--- src/rtl/typedef_frame_rx.sv ---
// typedef_frame_rx: parametrised word-stream frame receiver.
//
// Frame format on the input stream: SOF_VAL, length L (1..MAX_LEN), then
// L payload words. The receiver reports the payload length and the modular
// sum of the payload. It holds the result until the consumer acknowledges it.
//
// Optional build macro: TYPEDEF_FRAME_CHECK_EN. When it is defined, every
// frame carries one extra check word after the payload. That word must equal
// the XOR of the payload words. A mismatch drops the frame and pulses err.
//
// Handshake semantics (both sides):
//   input side  - a word transfers on a rising edge where in_valid && in_ready.
//                 in_ready is a pure decode of the state (low only in DONE).
//                 in_valid may drop at any time with no timeout.
//   output side - out_valid is high exactly while in DONE. out_ack is sampled
//                 only while out_valid is high. The next SOF can transfer in
//                 the cycle after the acknowledge.
// The FSM state is exported on the state port for observation.

package frame_pkg;
  parameter int DATA_W  = 8;
  parameter int MAX_LEN = 15;
  parameter int LEN_W   = $clog2(MAX_LEN + 1);

  typedef logic [DATA_W-1:0] elem_t;
  typedef logic [LEN_W-1:0]  len_t;

  parameter elem_t SOF_VAL = 8'hBB;

  typedef enum logic [1:0] {
    ST_IDLE    = 2'd0,
    ST_LEN     = 2'd1,
    ST_PAYLOAD = 2'd2,
    ST_DONE    = 2'd3
  } state_t;
endpackage

module typedef_frame_rx #(
  parameter int              DATA_W  = frame_pkg::DATA_W,
  parameter int              MAX_LEN = frame_pkg::MAX_LEN,
  parameter frame_pkg::elem_t SOF_VAL = frame_pkg::SOF_VAL,
  parameter int              DROP_W  = 4
) (
  input  logic                           clk,
  input  logic                           rst,
  input  logic                           in_valid,
  input  logic [DATA_W-1:0]              in_data,
  output logic                           in_ready,
  output logic                           out_valid,
  input  logic                           out_ack,
  output logic [$clog2(MAX_LEN+1)-1:0]   frame_len,
  output logic [DATA_W-1:0]              frame_sum,
  output logic                           err,
  output logic [DROP_W-1:0]              drop_cnt,
  output frame_pkg::state_t              state
);

  localparam int LEN_W = $clog2(MAX_LEN + 1);

  frame_pkg::state_t  state_q, state_d;
  logic [LEN_W-1:0]   len_q,   len_d;
  logic [LEN_W-1:0]   rem_q,   rem_d;
  logic [DATA_W-1:0]  sum_q,   sum_d;
  logic [DROP_W-1:0]  drop_q,  drop_d;
  logic               err_q,   err_d;
`ifdef TYPEDEF_FRAME_CHECK_EN
  logic [DATA_W-1:0]  xor_q,   xor_d;
  // Set after the last payload word: the next transfer is the check word.
  logic               check_q, check_d;
`endif

  logic xfer;
  logic len_bad;

  // Handshake decode: the receiver stalls the stream only while presenting a result.
  always_comb begin
    in_ready  = (state_q != frame_pkg::ST_DONE);
    out_valid = (state_q == frame_pkg::ST_DONE);
    xfer      = in_valid && in_ready;
    // Compared at full word width so large values cannot alias into range.
    len_bad   = (in_data == '0) || (in_data > DATA_W'(MAX_LEN));
  end

  // State and datapath registers with asynchronous clear.
  always_ff @(posedge clk or posedge rst) begin
    if (rst) begin
      state_q <= frame_pkg::ST_IDLE;
      len_q   <= '0;
      rem_q   <= '0;
      sum_q   <= '0;
      drop_q  <= '0;
      err_q   <= 1'b0;
`ifdef TYPEDEF_FRAME_CHECK_EN
      xor_q   <= '0;
      check_q <= 1'b0;
`endif
    end else begin
      state_q <= state_d;
      len_q   <= len_d;
      rem_q   <= rem_d;
      sum_q   <= sum_d;
      drop_q  <= drop_d;
      err_q   <= err_d;
`ifdef TYPEDEF_FRAME_CHECK_EN
      xor_q   <= xor_d;
      check_q <= check_d;
`endif
    end
  end

  // Next-state and datapath update; every target gets its hold value first.
  always_comb begin
    state_d = state_q;
    len_d   = len_q;
    rem_d   = rem_q;
    sum_d   = sum_q;
    drop_d  = drop_q;
    err_d   = 1'b0;
`ifdef TYPEDEF_FRAME_CHECK_EN
    xor_d   = xor_q;
    check_d = check_q;
`endif

    case (state_q)
      frame_pkg::ST_IDLE: begin
        if (xfer) begin
          if (in_data == SOF_VAL) begin
            state_d = frame_pkg::ST_LEN;
          end else if (drop_q != {DROP_W{1'b1}}) begin
            drop_d = drop_q + DROP_W'(1);
          end
        end
      end

      frame_pkg::ST_LEN: begin
        if (xfer) begin
          if (len_bad) begin
            err_d   = 1'b1;
            state_d = frame_pkg::ST_IDLE;
          end else begin
            len_d   = in_data[LEN_W-1:0];
            rem_d   = in_data[LEN_W-1:0];
            sum_d   = '0;
`ifdef TYPEDEF_FRAME_CHECK_EN
            xor_d   = '0;
            check_d = 1'b0;
`endif
            state_d = frame_pkg::ST_PAYLOAD;
          end
        end
      end

      frame_pkg::ST_PAYLOAD: begin
        if (xfer) begin
`ifdef TYPEDEF_FRAME_CHECK_EN
          if (check_q) begin
            check_d = 1'b0;
            if (in_data == xor_q) begin
              state_d = frame_pkg::ST_DONE;
            end else begin
              err_d   = 1'b1;
              state_d = frame_pkg::ST_IDLE;
            end
          end else begin
            sum_d = sum_q + in_data;
            xor_d = xor_q ^ in_data;
            rem_d = rem_q - LEN_W'(1);
            if (rem_q == LEN_W'(1)) begin
              check_d = 1'b1;
            end
          end
`else
          sum_d = sum_q + in_data;
          rem_d = rem_q - LEN_W'(1);
          if (rem_q == LEN_W'(1)) begin
            state_d = frame_pkg::ST_DONE;
          end
`endif
        end
      end

      frame_pkg::ST_DONE: begin
        if (out_ack) begin
          state_d = frame_pkg::ST_IDLE;
        end
      end

      default: begin
        state_d = frame_pkg::ST_IDLE;
      end
    endcase

    assert (state_q inside {frame_pkg::ST_IDLE, frame_pkg::ST_LEN,
                            frame_pkg::ST_PAYLOAD, frame_pkg::ST_DONE});
    assert (in_ready == (state_q != frame_pkg::ST_DONE));
    assert (out_valid == (state_q == frame_pkg::ST_DONE));
  end

  // Result and status outputs come straight from registers.
  always_comb begin
    frame_len = len_q;
    frame_sum = sum_q;
    err       = err_q;
    drop_cnt  = drop_q;
    state     = state_q;
  end

endmodule

--- config.mk ---
export PLATFORM = sky130hd
export DESIGN_NAME = typedef_frame_rx
export DESIGN_NICKNAME = d
export VERILOG_FILES = /design/src/rtl/typedef_frame_rx.sv
export SDC_FILE = /design/constraint.sdc
export NUM_CORES = 1
export LEC_CHECK = 0
export ABC_CLOCK_PERIOD_IN_PS = 1960
export BUFFER_PORTS_ARGS = -buffer_cell sky130_fd_sc_hd__buf_2
export CORE_ASPECT_RATIO = 1.2
export CORE_UTILIZATION = 35
export CTS_CLUSTER_DIAMETER = 80
export CTS_CLUSTER_SIZE = 30
export DETAILED_ROUTE_END_ITERATION = 16
export HOLD_SLACK_MARGIN = 0.08
export SLEW_MARGIN = 15
export SYNTH_ARGS = -nofsm -noshare
export SYNTH_HDL_FRONTEND = slang
export SYNTH_SLANG_ARGS = --single-unit
export TNS_END_PERCENT = 20
--- constraint.sdc ---
create_clock -name clk -period 1.96 [get_ports clk]
set_input_delay 0.49 -clock clk [delete_from_list [all_inputs] [get_ports clk]]
set_output_delay 0.49 -clock clk [all_outputs]
set_load 0.05 [all_outputs]
==> metrics.md <==
| Metric | Value |
|---|---|
| Drt first pass iters | `4` |
| Layout Skew | `~13 ps` |
| Syn Inst Count | `between 100 and 150` |
| Clock Latency Late Sink | `270 ps` |
| Synth-to-layout area growth | `37.34%` |
| Initial antenna violation count | `0` |
| Final worst slack | `~75 ps` |
| Total core area | `0.003724 mm²` |
| RR Startpoint | `frame_sum[0]` |
| Die footprint | `around 0.0043 mm²` |
| Worst IR Drop VDD | `around 0.28 mV` |
| Initial Utilization | `between 30% and 40%` |
| CP peak stage delay | `440 ps` |
| Netlist cell types | `49` |
| CP startpoint kind | `flip-flop` |
| FF+latch count, synth | `23` |
| Mux cell area share after synthesis | `under 10%` |
| Pint | `0.0008475 W` |
| Total CTS buffers | `3` |
| Final hold violation count | `0` |
| EDFF count, synth | `0` |
| Layout cell share with drive strength beyond 1 | `between 40% and 50%` |
| Post-route ant nets | `0` |
| Final core occ | `~52%` |
| Die Wd | `between 50 and 60 µm` |
| Final Critical Period | `roughly 1900 ps` |
| Min-Delay Path Class | `in2async` |
| Status | `complete, no violations` |
| Pwr dens | `about 700 mW/mm²` |
| Vias per std cell | `about 5.1` |
| Fmax | `0.5306 GHz` |
| Max-cap violations | `0` |
| Synthesized cell area | `between 0.001 and 0.0015 mm²` |
| Combinational power share | `around a third` |
| Share of flip-flops with an asynchronous set or reset | `100.0%` |
| Worst EP arrival | `between 2000 and 2500 ps` |
| Worst slew pin tran | `roughly 430 ps` |
| Switch share | `about 39%` |
| Fill cells | `approximately 370` |
| Crit-path slowest cell | `dfrtp_2` |
| Root Buffer | `clkbuf_8` |
| CTS Sinks | `23` |
| CTS Hold Bufs | `0` |
| CTS tree | `yes` |
| Largest family of logic cells by synthesized area | `compound AO/OA/AOI/OAI gates` |
| Main synth FF type | `dfrtp_1` |
| DRT iter0 DRCs | `36` |
| Yosys Warn Count | `0` |
| Pleak | `approximately 0.96 nW` |
| Cell Chain, Critical Path | `ha_4 > fa_2 > a21o_2 > a31o_4 > o31a_1 > o21ai_1` |
| Sw Pwr | `around 0.00054 W` |
| Slew Viols, Final | `0` |
| Post-Synth XOR/XNOR Area | `approximately 3.7%` |
| Buf+Inv Stages, Crit Path | `0` |
| Via Count | `about 1.2k` |
| Clk pwr share | `between 20% and 30%` |
| Endpoints failing setup | `0` |
| Port buffer count | `32` |
| Post-Synth Adder-Cell Area | `about a tenth` |
| Hold slack final | `between 200 and 250 ps` |
| Final wirelength | `around 3500 µm` |
| Post-DP HPWL | `about 2700 µm` |
| Vias in the first global route | `about 1.2k` |
| Syn_area_per_cell | `approximately 10 µm²` |
| Critical Path Sink Type | `flip-flop` |
| H-tree depth | `1` |
| Delay-heaviest family, CP | `compound AO/OA/AOI/OAI gates` |
| CP Class | `reg2reg` |
| Final #Nets | `around 220` |
| Overflow after GRT | `0` |
| # DRC | `0` |
| Peak fanout along the critical path | `3` |
| Post-synthesis compound-gate area fraction | `about a fifth` |
| Syn nets | `~160` |
| Simple-gate share of the synthesized area | `18.00%` |
| Most frequent cells in the layout | `buf_2 (32), buf_4 (24), dfrtp_1 (18)` |
| Row cnt | `24` |
| # diodes | `0` |
| Commonest non-fill, non-tap cell in the layout | `buf_2` |
| Largest net degree at the start of global routing | `24` |
| Maximum clock path buffer count | `2` |
| First-pass GRT wire length | `around 5500 µm` |
| Final worst path period share | `a little over nine tenths` |
| Clock-pin slew on the worst setup and hold paths | `about 90 ps` |
| Sequential power share | `42.9%` |
| GPL Wtd Cong | `0.7611` |
| # IOs | `33` |
| Sequential area share after synthesis | `41.00%` |
| Routed WL per cell | `approximately 15 µm` |
| All-Layer GR Usage | `about 17%` |
| CP Data Required Time | `about 2200 ps` |
| RSZ-0062 raised after global routing | `true` |
| Worst slew margin | `a little under three quarters` |
| Worst setup path start | `frame_sum[0]` |
| Chip height | `roughly 71 µm` |
| Dpl ws | `-205.4 ps` |
==> worst register-to-register path, delay by kind of cell, from the launching register on <==
| family | cells | cell delay (ps) |
|---|---|---|
| adder cells (fa/ha/maj) | 2 | 510 |
| flip-flops | 1 | 440 |
| AO/OA/AOI/OAI | 4 | 860 |
==> what timing repair did <==
| item | 4_1_cts | 5_1_grt |
|---|---|---|
| setup buffers | 0 | 1 |
| hold endpoints to repair | 0 | 0 |
| setup endpoints to repair | 0 | 2 |
| resized for setup | 0 | 10 |
==> flip-flops by register name, indices dropped and copies added (netlist names), named ones only <==
signal and flops:
frame_len 4, err 1, drop_cnt 4, state 1
frame_sum 8, rem_q 4
==> power by group through the flow <==
stage	Clock (W)	Combinational, W	Sequential, W
floorplan	0	0.000158	0.000773
global placement	0	0.000467	0.000597
detailed placement	0	0.000475	0.000602
CTS	0.000309	0.000477	0.000593
global route	0.000333	0.000529	0.000603
finish	0.000303	0.000487	0.000593
==> worst paths after layout <==
| path | to | slack (ps) | cells past startpoint |
|---|---|---|---|
| worst min register to register | drop_cnt[3] | 500 | 1 |
| min in group clk | drop_cnt[3] | 500 | 1 |
| worst min-delay path | frame_len[2] | 240 | 3 |
| max in group asynchronous | frame_sum[4] | 1440 | 3 |
| worst max register to register | frame_sum[6] | 80 | 6 |
| worst max-delay path | frame_sum[6] | 80 | 6 |
==> logic make-up after synthesis <==
logic type / Yosys count
xor gates and xnor gates: 6
DFF: 23
adders and majority gates: 11
and+or+nand+nor: 42
buffers and inverters: 10
AOI/OAI and AO/OA: 38
muxes: 5
==> layout make-up <==
class | instances | area [µm²] | area share (%)
tap | 52 | 65.06 | 3.374
multi-input combinational | 102 | 872.1 | 45.23
clock inverter | 1 | 5.005 | 0.2596
inverter | 6 | 22.52 | 1.168
sequential | 23 | 581.8 | 30.18
timing repair buffer | 56 | 340.3 | 17.65
clock buffer | 3 | 41.29 | 2.141
==> cell usage after synthesis, drive strengths merged, types with 2 or more instances <==
cell,number,share of area (%)
inv,6,1.6
nand2,11,2.9
a22o,2,1.2
dfrtp,23,41
nand4b,2,1.2
nor3,4,2.2
a21oi,7,2.5
a21o,4,2.3
a211o,2,1.2
nand2b,2,0.89
and2,2,1.1
buf,2,1.3
or3,2,0.89
nand3b,2,1.1
o22ai,2,0.89
o21ai,9,3.2
nor2,8,2.7
xor2,3,1.9
nor4,2,1.3
ha,10,8.9
xnor2,3,1.9
mux2,5,4.0
o31ai,2,1.1
==> metrics by stage <==
stage | setup TNS (ps) | std cells | cell area [µm²] | power [W]
after global placement | -825.2 | 238 | 1799 | 0.001064
after global routing | -3.516 | 243 | 1928 | 0.001464
after detailed placement | -1102 | 238 | 1799 | 0.001077
final | 0 | 243 | 1928 | 0.001383
after CTS | 0 | 242 | 1846 | 0.001379
after floorplan | -97.20 | 135 | 1434 | 0.0009305
==> metal layers <==
metal,GRT usage [%],share of wire (%),vias up
li1,-,-,605
met1,19.27,41,597
met2,31.11,53,34
met3,2.527,3.8,8
met4,7.494,2.2,0
met5,0,0,-
Power figures use the tool's default switching activity.
